## config.mk

```make
export PLATFORM = sky130hd
export DESIGN_NAME = operand2_shifter_flat
export DESIGN_NICKNAME = d
export VERILOG_FILES = /design/src/rtl/operand2_shifter_if.sv /design/src/rtl/operand2_shifter.sv /design/src/flat_wrapper.sv
export SDC_FILE = /design/constraint.sdc
export NUM_CORES = 1
export LEC_CHECK = 0
export BUFFER_PORTS_ARGS = -buffer_cell sky130_fd_sc_hd__buf_2
export CELL_PAD_IN_SITES_DETAIL_PLACEMENT = 0
export CELL_PAD_IN_SITES_GLOBAL_PLACEMENT = 2
export CORE_MARGIN = 5
export CORE_UTILIZATION = 33
export CTS_CLUSTER_SIZE = 25
export DETAILED_ROUTE_END_ITERATION = 10
export HOLD_SLACK_MARGIN = 0.08
export PLACE_DENSITY_LB_ADDON = 0.1
export RECOVER_POWER = 50
export SLEW_MARGIN = 20
export SYNTH_ARGS = -nofsm -noshare
export SYNTH_HDL_FRONTEND = slang
export SYNTH_SLANG_ARGS = --single-unit
```

## constraint.sdc

```tcl
create_clock -name clk -period 4.15 [get_ports clk]
set_input_delay 0.2075 -clock clk [delete_from_list [all_inputs] [get_ports clk]]
set_output_delay 0.2075 -clock clk [all_outputs]
set_load 0.005 [all_outputs]
```

## src/rtl/operand2_shifter_if.sv

```systemverilog
// Request/response bundle for the operand-2 barrel shifter.
// The master issues requests and consumes results; the slave is the shifter.
interface operand2_shifter_if #(
    parameter int DATA_W = 32
);
    logic              in_valid;
    logic              in_ready;
    logic [DATA_W-1:0] val_rm;
    logic [7:0]        val_rs;
    logic [11:0]       shift_operand;
    logic              imm;
    logic              mem_op;
    logic              carry_in;
    logic              out_valid;
    logic              out_ready;
    logic [DATA_W-1:0] val2;
    logic              carry_out;

    modport master (
        output in_valid, val_rm, val_rs, shift_operand, imm, mem_op, carry_in, out_ready,
        input  in_ready, out_valid, val2, carry_out
    );

    modport slave (
        input  in_valid, val_rm, val_rs, shift_operand, imm, mem_op, carry_in, out_ready,
        output in_ready, out_valid, val2, carry_out
    );
endinterface

```

## src/rtl/operand2_shifter.sv

```systemverilog
// Multi-cycle ARM operand-2 shifter. Trivial encodings resolve in one edge;
// real shifts retire up to STEP bits per cycle using the result register as
// the accumulator. One request in flight, valid/ready on both sides.
module operand2_shifter #(
    parameter int DATA_W = 32,
    parameter int STEP   = 1
) (
    input  logic              clk,
    input  logic              rst,
    operand2_shifter_if.slave bus
);
    typedef enum logic [1:0] {S_IDLE, S_SHIFT, S_DONE} state_t;
    typedef enum logic [1:0] {OP_LSL = 2'b00, OP_LSR = 2'b01, OP_ASR = 2'b10, OP_ROR = 2'b11} shift_op_t;

    localparam logic [31:0] W     = 32'(DATA_W);
    localparam logic [7:0]  STEP8 = 8'(STEP);

    state_t            state;
    shift_op_t         op;
    logic [7:0]        remaining;
    logic [DATA_W-1:0] val2_q;
    logic              carry_q;
    logic              out_valid_q;
    logic              in_ready_q;

    // Register-form amount decode, including the immediate #0 special encodings.
    shift_op_t reg_op;
    logic      amt_imm_zero;
    logic      is_rrx;
    logic [31:0] raw_amt;
    logic [31:0] eff_amt;
    logic [31:0] ror_amt;
    logic [4:0]  imm_rot;

    assign reg_op       = shift_op_t'(bus.shift_operand[6:5]);
    assign raw_amt      = bus.shift_operand[4] ? {24'd0, bus.val_rs} : {27'd0, bus.shift_operand[11:7]};
    assign amt_imm_zero = !bus.shift_operand[4] && (bus.shift_operand[11:7] == 5'd0);
    assign eff_amt      = (amt_imm_zero && (reg_op == OP_LSR || reg_op == OP_ASR)) ? W : raw_amt;
    assign is_rrx       = amt_imm_zero && (reg_op == OP_ROR);
    assign ror_amt      = eff_amt % W;
    assign imm_rot      = {bus.shift_operand[11:8], 1'b0};

    logic              dec_done;
    logic [DATA_W-1:0] dec_val;
    logic              dec_carry;
    shift_op_t         dec_op;
    logic [7:0]        dec_cnt;

    // Decode the incoming request into either a resolved result or a shift job.
    // NOTE: every output of a combinational block gets a default first, so no path leaves it unassigned and no latch is inferred.
    always_comb begin
        dec_done  = 1'b1;
        dec_val   = bus.val_rm;
        dec_carry = bus.carry_in;
        dec_op    = reg_op;
        dec_cnt   = 8'd0;
        if (bus.mem_op) begin
            dec_val = {{(DATA_W-12){bus.shift_operand[11]}}, bus.shift_operand};
        end else if (bus.imm) begin
            dec_val = {{(DATA_W-8){1'b0}}, bus.shift_operand[7:0]};
            if (imm_rot != 5'd0) begin
                dec_done = 1'b0;
                dec_op   = OP_ROR;
                dec_cnt  = {3'd0, imm_rot};
            end
        end else if (is_rrx) begin
            dec_val   = {bus.carry_in, bus.val_rm[DATA_W-1:1]};
            dec_carry = bus.val_rm[0];
        end else if (eff_amt != 32'd0) begin
            case (reg_op)
                OP_LSL, OP_LSR: begin
                    if (eff_amt == W) begin
                        dec_val   = '0;
                        dec_carry = (reg_op == OP_LSL) ? bus.val_rm[0] : bus.val_rm[DATA_W-1];
                    end else if (eff_amt > W) begin
                        dec_val   = '0;
                        dec_carry = 1'b0;
                    end else begin
                        dec_done = 1'b0;
                        dec_cnt  = 8'(eff_amt);
                    end
                end
                OP_ASR: begin
                    if (eff_amt >= W) begin
                        dec_val   = {DATA_W{bus.val_rm[DATA_W-1]}};
                        dec_carry = bus.val_rm[DATA_W-1];
                    end else begin
                        dec_done = 1'b0;
                        dec_cnt  = 8'(eff_amt);
                    end
                end
                default: begin
                    if (ror_amt == 32'd0) begin
                        dec_carry = bus.val_rm[DATA_W-1];
                    end else begin
                        dec_done = 1'b0;
                        dec_cnt  = 8'(ror_amt);
                    end
                end
            endcase
        end
    end

    logic [7:0]        step_n;
    logic [DATA_W-1:0] step_tmp;
    logic [DATA_W-1:0] step_val;
    logic              step_carry;

    // One SHIFT cycle: move by min(STEP, remaining); carry is the last bit to leave.
    always_comb begin
        step_n     = (remaining > STEP8) ? STEP8 : remaining;
        step_tmp   = val2_q;
        step_val   = val2_q;
        step_carry = carry_q;
        case (op)
            OP_LSL: begin
                step_tmp   = val2_q << (step_n - 8'd1);
                step_carry = step_tmp[DATA_W-1];
                step_val   = step_tmp << 1;
            end
            OP_LSR: begin
                step_tmp   = val2_q >> (step_n - 8'd1);
                step_carry = step_tmp[0];
                step_val   = step_tmp >> 1;
            end
            OP_ASR: begin
                step_tmp   = $signed(val2_q) >>> (step_n - 8'd1);
                step_carry = step_tmp[0];
                step_val   = $signed(step_tmp) >>> 1;
            end
            default: begin
                step_val   = (val2_q >> step_n) | (val2_q << (W - {24'd0, step_n}));
                step_carry = step_val[DATA_W-1];
            end
        endcase
    end

    // Control FSM with registered handshake outputs; result register doubles as shift accumulator.
    // NOTE: state is updated with non-blocking assignments so every register samples pre-edge values.
    always_ff @(posedge clk or posedge rst) begin
        if (rst) begin
            state       <= S_IDLE;
            op          <= OP_LSL;
            remaining   <= 8'd0;
            val2_q      <= '0;
            carry_q     <= 1'b0;
            out_valid_q <= 1'b0;
            in_ready_q  <= 1'b0;
        end else begin
            case (state)
                S_IDLE: begin
                    if (bus.in_valid && in_ready_q) begin
                        op         <= dec_op;
                        remaining  <= dec_cnt;
                        val2_q     <= dec_val;
                        carry_q    <= dec_carry;
                        in_ready_q <= 1'b0;
                        if (dec_done) begin
                            state       <= S_DONE;
                            out_valid_q <= 1'b1;
                        end else begin
                            state <= S_SHIFT;
                        end
                    end else begin
                        in_ready_q <= 1'b1;
                    end
                end
                S_SHIFT: begin
                    val2_q    <= step_val;
                    carry_q   <= step_carry;
                    remaining <= remaining - step_n;
                    if (remaining == step_n) begin
                        state       <= S_DONE;
                        out_valid_q <= 1'b1;
                    end
                end
                S_DONE: begin
                    if (bus.out_ready) begin
                        state       <= S_IDLE;
                        out_valid_q <= 1'b0;
                        in_ready_q  <= 1'b1;
                    end
                end
                default: begin
                    state <= S_IDLE;
                end
            endcase
        end
    end

    assign bus.in_ready  = in_ready_q;
    assign bus.out_valid = out_valid_q;
    assign bus.val2      = val2_q;
    assign bus.carry_out = carry_q;
endmodule

```

## src/flat_wrapper.sv

```systemverilog
// flat-port wrapper written by rule: the top's interface ports become plain ports
module operand2_shifter_flat 
#(
    parameter int DATA_W = 32,
    parameter int STEP   = 1
)
  (clk, rst, bus_in_valid, bus_val_rm, bus_val_rs, bus_shift_operand, bus_imm, bus_mem_op, bus_carry_in, bus_out_ready, bus_in_ready, bus_out_valid, bus_val2, bus_carry_out);
  operand2_shifter_if #(.DATA_W(DATA_W)) bus_i ();
  input  logic clk;
  input  logic rst;
  input wire logic [$bits(bus_i.in_valid)-1:0] bus_in_valid;
  input wire logic [$bits(bus_i.val_rm)-1:0] bus_val_rm;
  input wire logic [$bits(bus_i.val_rs)-1:0] bus_val_rs;
  input wire logic [$bits(bus_i.shift_operand)-1:0] bus_shift_operand;
  input wire logic [$bits(bus_i.imm)-1:0] bus_imm;
  input wire logic [$bits(bus_i.mem_op)-1:0] bus_mem_op;
  input wire logic [$bits(bus_i.carry_in)-1:0] bus_carry_in;
  input wire logic [$bits(bus_i.out_ready)-1:0] bus_out_ready;
  output wire logic [$bits(bus_i.in_ready)-1:0] bus_in_ready;
  output wire logic [$bits(bus_i.out_valid)-1:0] bus_out_valid;
  output wire logic [$bits(bus_i.val2)-1:0] bus_val2;
  output wire logic [$bits(bus_i.carry_out)-1:0] bus_carry_out;
  assign bus_i.in_valid = bus_in_valid;
  assign bus_i.val_rm = bus_val_rm;
  assign bus_i.val_rs = bus_val_rs;
  assign bus_i.shift_operand = bus_shift_operand;
  assign bus_i.imm = bus_imm;
  assign bus_i.mem_op = bus_mem_op;
  assign bus_i.carry_in = bus_carry_in;
  assign bus_i.out_ready = bus_out_ready;
  assign bus_in_ready = bus_i.in_ready;
  assign bus_out_valid = bus_i.out_valid;
  assign bus_val2 = bus_i.val2;
  assign bus_carry_out = bus_i.carry_out;
  operand2_shifter #(.DATA_W(DATA_W), .STEP(STEP)) u_core (.clk(clk), .rst(rst), .bus(bus_i));
endmodule
```

==> impl_metrics.tcl, run 1 <==
set metrics [dict create \
    status "finished with violations" \
    violations "max-capacitance violations, max-slew violations" \
    place_ws_ns 0.5186 \
    synth_fa_ha_area_frac 0.01827 \
    n_antenna_cell 0 \
    cp_cell_sequence "nor4_1, nand2_1, inv_2, ha_2, mux2i_1, o21bai_1, mux2i_1, a21oi_1, a221oi_1, o21ai_0" \
    layout_commonest_cell "a21oi_1" \
    critPathCaptureType "register" \
    synth_edf_count 0 \
    setup_ws_ns 0.4719 \
    cap_violations 1 \
    multiInputGateArea_um2 3983 \
    maxSlewViolCount 48 \
    synthFlopType "dfrtp_1" \
    start_util 0.3339 \
    fillers 1779 \
    rows 47 \
    synth_cell_type_count 72 \
    clock_latency_ns 0.31 \
    synth_top_family_by_area "compound AO/OA/AOI/OAI gates" \
    drive_gt1_frac 0.1856 \
    clk_path_buf_depth 2 \
    fmax_mhz 271.9 \
    cts_hold_buf 0 \
    synth_fp_nets 818 \
    cts_max_level 2 \
    avgSynthCellArea_um2 7.296 \
    synth_compound_gate_area_share 0.3976 \
    io_pins 94 \
    cts_tree "built" \
    synth_area_leader_cell "dfrtp_1" \
    die_w_um 138.9 \
    wl_per_cell_um 27.00 \
    drc 0 \
    crit_path_start_kind "register" \
    holdCritPathClass "in2reg" \
    clkSinkCount 47 \
    die_h_um 138.9 \
    cts-resized-gates 0 \
    grt-ovfl-total 0 \
    finalNetCount 874 \
    grt_usage 0.2764 \
    cts.clk_slew.worst_paths_ns 0.07 \
    cp_slowest_stage_delay_ns 0.68 \
    layout_common_cells "a21oi_1, buf_2, nand2_1, nor2_1, o21ai_0" \
    setup_viol 0 \
    critPathSlowestCell "a221oi_1" \
    cts_buffers 5 \
    clock-root-buffer "clkbuf_16" \
    area_growth_pct 14.75 \
    detail-route-antenna-nets 0 \
    io_buffers 93 \
    crit_path_frequent_cell "mux2i_1" \
    fp.coreArea_um2 16410 \
    synthSimpleGateAreaFrac 0.2142 \
    dp_hpwl_mm 20.35 \
    dr.first_iter.drc_count 943 \
    grt_pass1_wl_mm 41.52 \
    synth_top_area_share 0.2147 \
    seq_area_frac_synth 0.2147 \
    antenna_found_initial 1 \
    grt_pass1_vias 6457 \
    tns_ns 0 \
    worstMarginPinSlew_ns 2.941 \
    via_per_inst 6.579 \
    totalWireLength_mm 27.76 \
    worstPathMaxFanout 42 \
    synthMuxAreaShare 0.08975 \
    place_congestion 0.9404 \
    finalCritPeriodShare 0.8863 \
    finClkSkew_ns 0.005448 \
    syn_area_um2 5479 \
    ys_async_sr_fraction 1.000 \
    power.total_w 0.001217 \
    syn-instance-count 751 \
    p_leak_nw 2.649 \
    slew_headroom -0.9606 \
    ys_seq_elements 47 \
    die-area_um2 19280 \
    synthXorXnorAreaFrac 0.001599 \
    worst-setup-path-type "reg2reg" \
    grt_max_degree 48 \
    vias 6763 \
    firstDrtPassIters 6 \
    worstPathArrival_ns 3.79 \
    irDropWorstVdd_uv 145.7 \
    fin_crit_ns 3.678 \
    grt_setup_unrepaired "false" \
    ys_warn_count 0 \
    power.density_nw_per_um2 193.5 \
    synth_area_leaders "dfrtp_1, a21oi_1, o21ai_0" \
    worstPathRequired_ns 4.26 \
    cts_setup_buffers 0 \
    hold_violations 0 \
    seqCellArea_um2 1176 \
]
## critical path: cells and delay by family (launching register included)
| kind | cells | cell delay (ns) |
|---|---|---|
| compound gates | 4 | 1.16 |
| fa+ha+maj | 1 | 0.54 |
| buf+inv | 1 | 0.09 |
| flops | 1 | 0.44 |
| mux | 2 | 0.52 |
| simple gates | 2 | 0.72 |
## where the power goes
group | leakage [nW] | switching (W) | total (W) | internal (W)
combinational | 1.99 | 0.000144 | 0.000233 | 0.0000882
sequential | 0.576 | 0.0000236 | 0.000488 | 0.000465
clock | 0.0838 | 0.000211 | 0.000496 | 0.000285
## cell usage after synthesis (all sizes together) (17+ instances only)
cell type	number
nor2	64
nand2	79
inv	17
a21oi	89
a221oi	17
o21ai	71
buf	24
dfrtp	47
nor3	20
mux2i	30
nand3	20
clkbuf	43
nand2b	19
a211oi	17
## flip-flops by register name, indices dropped and copies added, names as in the netlist
| signal | cells |
|---|---|
| u_core.bus.out_valid | 1 |
| u_core.remaining | 8 |
| u_core.op | 2 |
| u_core.bus.in_ready | 1 |
| u_core.bus.val2 | 32 |
| u_core.state | 2 |
| u_core.bus.carry_out | 1 |
## layer usage
metal | track usage | up-vias | part of all wire
met5 | 0 | - | 0.00047
met4 | 0.07158 | 2 | 0.024
met1 | 0.4005 | 3324 | 0.44
li1 | - | 2979 | -
met3 | 0.06448 | 49 | 0.097
met2 | 0.4137 | 409 | 0.43
## layout make-up
class	instances	share of cell area
clock buffers	5	0.01990
clock inverters	3	0.006965
inverters	17	0.01015
multi-input cells	620	0.6334
flip-flops and latches	47	0.1871
well taps	220	0.04378
repair buffers	116	0.09871
## through the flow
stage | cells | hold slack [ns] | instance area (µm²) | utilization
3_5_place_dp | 1020 | 0.4374 | 6136 | 0.3740
5_1_grt | 1028 | 0.1566 | 6287 | 0.3832
6_report | 1028 | 0.1618 | 6287 | 0.3832
3_3_place_gp | 1020 | 0.4439 | 6136 | 0.3740
2_1_floorplan | 751 | 0.3525 | 5479 | -
4_1_cts | 1028 | 0.1135 | 6305 | 0.3843
## logic make-up after synthesis
logic type               after synthesis
AO/OA/AOI/OAI                        323
buffers and inverters                 84
multiplexers                          41
adder cells (fa/ha/maj)                8
flip-flops                            47
XOR/XNOR                               1
AND/OR/NAND/NOR                      246
other                                  1
## worst paths after layout
path | from | slack (ns) | cells past startpoint | to
worst max-delay path | u_core.remaining[5]$_DFFE_PP0P_ | 0.47 | 10 | u_core.bus.val2[26]$_DFFE_PP0P_
max in group asynchronous | rst | 1.47 | 3 | u_core.bus.carry_out$_DFFE_PP0P_
worst min register to register | u_core.bus.out_valid$_DFFE_PP0P_ | 0.48 | 1 | u_core.bus.out_valid$_DFFE_PP0P_
worst max register to register | u_core.remaining[5]$_DFFE_PP0P_ | 0.47 | 10 | u_core.bus.val2[26]$_DFFE_PP0P_
worst min-delay path | bus_val_rs[2] | 0.16 | 2 | u_core.remaining[2]$_DFFE_PP0P_
min in group asynchronous | rst | 1.01 | 3 | u_core.bus.val2[12]$_DFFE_PP0P_
Power figures use the tool's default switching activity.
==> run 2, diff against run 1 <==
--- a/config.mk
+++ b/config.mk
@@ -5,7 +5,8 @@
 export SDC_FILE = /design/constraint.sdc
 export NUM_CORES = 1
 export LEC_CHECK = 0
-export BUFFER_PORTS_ARGS = -buffer_cell sky130_fd_sc_hd__buf_2
+export BUFFER_PORTS_ARGS = -buffer_cell sky130_fd_sc_hd__buf_4
+export CAP_MARGIN = 20
 export CELL_PAD_IN_SITES_DETAIL_PLACEMENT = 0
 export CELL_PAD_IN_SITES_GLOBAL_PLACEMENT = 2
 export CORE_MARGIN = 5
==> impl_metrics.tcl, run 2 (synthesis gave the netlist of run 1 again) <==
set metrics [dict create \
    status "finished with violations" \
    violations "max-capacitance violations, max-slew violations" \
    multiInputGateArea_um2 3983 \
    hold_violations 0 \
    grt_setup_unrepaired "false" \
    fmax_mhz 275.6 \
    grt_pass1_vias 6500 \
    antenna_found_initial 0 \
    hold_start "bus_val_rs[2]" \
    grt_pass1_wl_mm 42.34 \
    fin_crit_ns 3.629 \
    clk_path_buf_depth 2 \
    pwr-share-comb 0.211 \
    crit_path_start_kind "register" \
    grt_usage 0.2823 \
    switching_share 0.3198 \
    rows 47 \
    drive_gt1_frac 0.2022 \
    place_ws_ns 0.5756 \
    setup_viol 0 \
    power.density_nw_per_um2 183.2 \
    worstPathArrival_ns 3.78 \
    wl_per_cell_um 27.28 \
    clock_latency_ns 0.31 \
    io_pins 94 \
    slew_headroom -0.9680 \
    via_per_inst 6.519 \
    critPathCaptureType "register" \
    finClkSkew_ns 0.009088 \
    cts_tree "built" \
    worstMarginPinSlew_ns 2.952 \
    layout_common_cells "buf_4, a21oi_1, nand2_1, nor2_1, o21ai_0" \
    maxSlewViolCount 48 \
    totalWireLength_mm 28.13 \
    place_congestion 0.9263 \
    cts_hold_buf 0 \
    fp.coreArea_um2 16410 \
    seqCellArea_um2 1176 \
    irDropWorstVdd_uv 142.6 \
    power_frac_seq 0.408 \
    power.total_w 0.001198 \
    grt-ovfl-total 0 \
    layout_commonest_cell "buf_4" \
    whs_ns 0.1471 \
    cts_max_level 2 \
    cts-resized-gates 0 \
    finalNetCount 877 \
    internal_power_w 0.0008151 \
    die-area_um2 19280 \
    die_w_um 138.9 \
    detail-route-antenna-nets 0 \
    cts.clk_slew.worst_paths_ns 0.08 \
    cap_violations 1 \
    firstDrtPassIters 5 \
    p_switching_w 0.0003832 \
    worstPathRequired_ns 4.30 \
    tns_ns 0 \
    grt_max_degree 48 \
    vias 6721 \
    die_h_um 138.9 \
    p_clk_frac 0.381 \
    n_antenna_cell 0 \
    io_buffers 93 \
    finalCritPeriodShare 0.8744 \
    rr_startpoint "u_core.remaining[5]$_DFFE_PP0P_" \
    dp_hpwl_mm 20.69 \
    cts_setup_buffers 0 \
    worst-setup-path-type "reg2reg" \
    clkSinkCount 47 \
    start_util 0.3339 \
    clock-root-buffer "clkbuf_16" \
    worstPathMaxFanout 31 \
    dr.first_iter.drc_count 727 \
    cts_buffers 5 \
    startpoint "u_core.remaining[5]$_DFFE_PP0P_" \
    p_leak_nw 2.754 \
    holdCritPathClass "in2reg" \
    area_growth_pct 19.41 \
    drc 0 \
    setup_ws_ns 0.5214 \
    largest_reg_flops 32 \
    fillers 1755 \
]
run 2: changes by cell type in the layout (fill, tap and decap cells not counted), moves of 11 or more:
cell,before,now
buf_2,82,0
buf_4,22,100
clkbuf_1,12,1
clkbuf_4,0,18
run 2: path summary, 6_finish.rpt:
path | to | slack (ns) | cells past startpoint
max in group asynchronous | u_core.bus.val2[13]$_DFFE_PP0P_ | 1.45 | 3
setup / recovery | u_core.bus.val2[26]$_DFFE_PP0P_ | 0.52 | 11
hold / removal | u_core.remaining[2]$_DFFE_PP0P_ | 0.15 | 2
setup reg to reg | u_core.bus.val2[26]$_DFFE_PP0P_ | 0.52 | 11
min in group asynchronous | u_core.bus.val2[5]$_DFFE_PP0P_ | 1.01 | 3
hold reg to reg | u_core.bus.out_valid$_DFFE_PP0P_ | 0.48 | 1
run 2: cell type report:
type / instances / area share
multi-input combinational: 620 / 0.6087
tap: 220 / 0.04207
clock inverter: 2 / 0.002486
sequential: 47 / 0.1798
clock buffer: 6 / 0.02123
timing repair buffer: 119 / 0.1360
inverter: 17 / 0.009753
run 2: worst max-delay path: stages, from the launching register on:
cell and delay [ns]:
dfrtp_1 0.44, nor4_1 0.52, nand2_1 0.16, inv_2 0.09, ha_2 0.50, buf_4 0.33
mux2i_1 0.33, o21bai_1 0.10, mux2i_1 0.14, a21oi_1 0.08, a221oi_1 0.54, o21ai_0 0.23
run 2: power groups by stage:
| stage | logic, W | clock network [W] | registers, W |
|---|---|---|---|
| finish | 0.000253 | 0.000457 | 0.000489 |
| global route | 0.000276 | 0.000484 | 0.000489 |
| CTS | 0.000252 | 0.000465 | 0.000487 |
| detailed placement | 0.000251 | 0 | 0.000496 |
| global placement | 0.000251 | 0 | 0.000497 |
| floorplan | 0.000139 | 0 | 0.000482 |
run 2: stage by stage:
stage	area (µm²)	instances	utilization
after floorplan	5479	751	-
after global placement	6391	1023	0.3895
after CTS	6546	1031	0.3990
after detailed placement	6391	1023	0.3895
after global routing	6543	1031	0.3988
final	6543	1031	0.3988
run 2: layer usage:
metal  GRT usage  up-vias  routed length (µm)
li1            -     2985                   -
met1      0.4172     3284               12640
met2      0.4050      402               11900
met3     0.06897       50                2770
met4     0.08445        0                 812
met5           0        -                   0
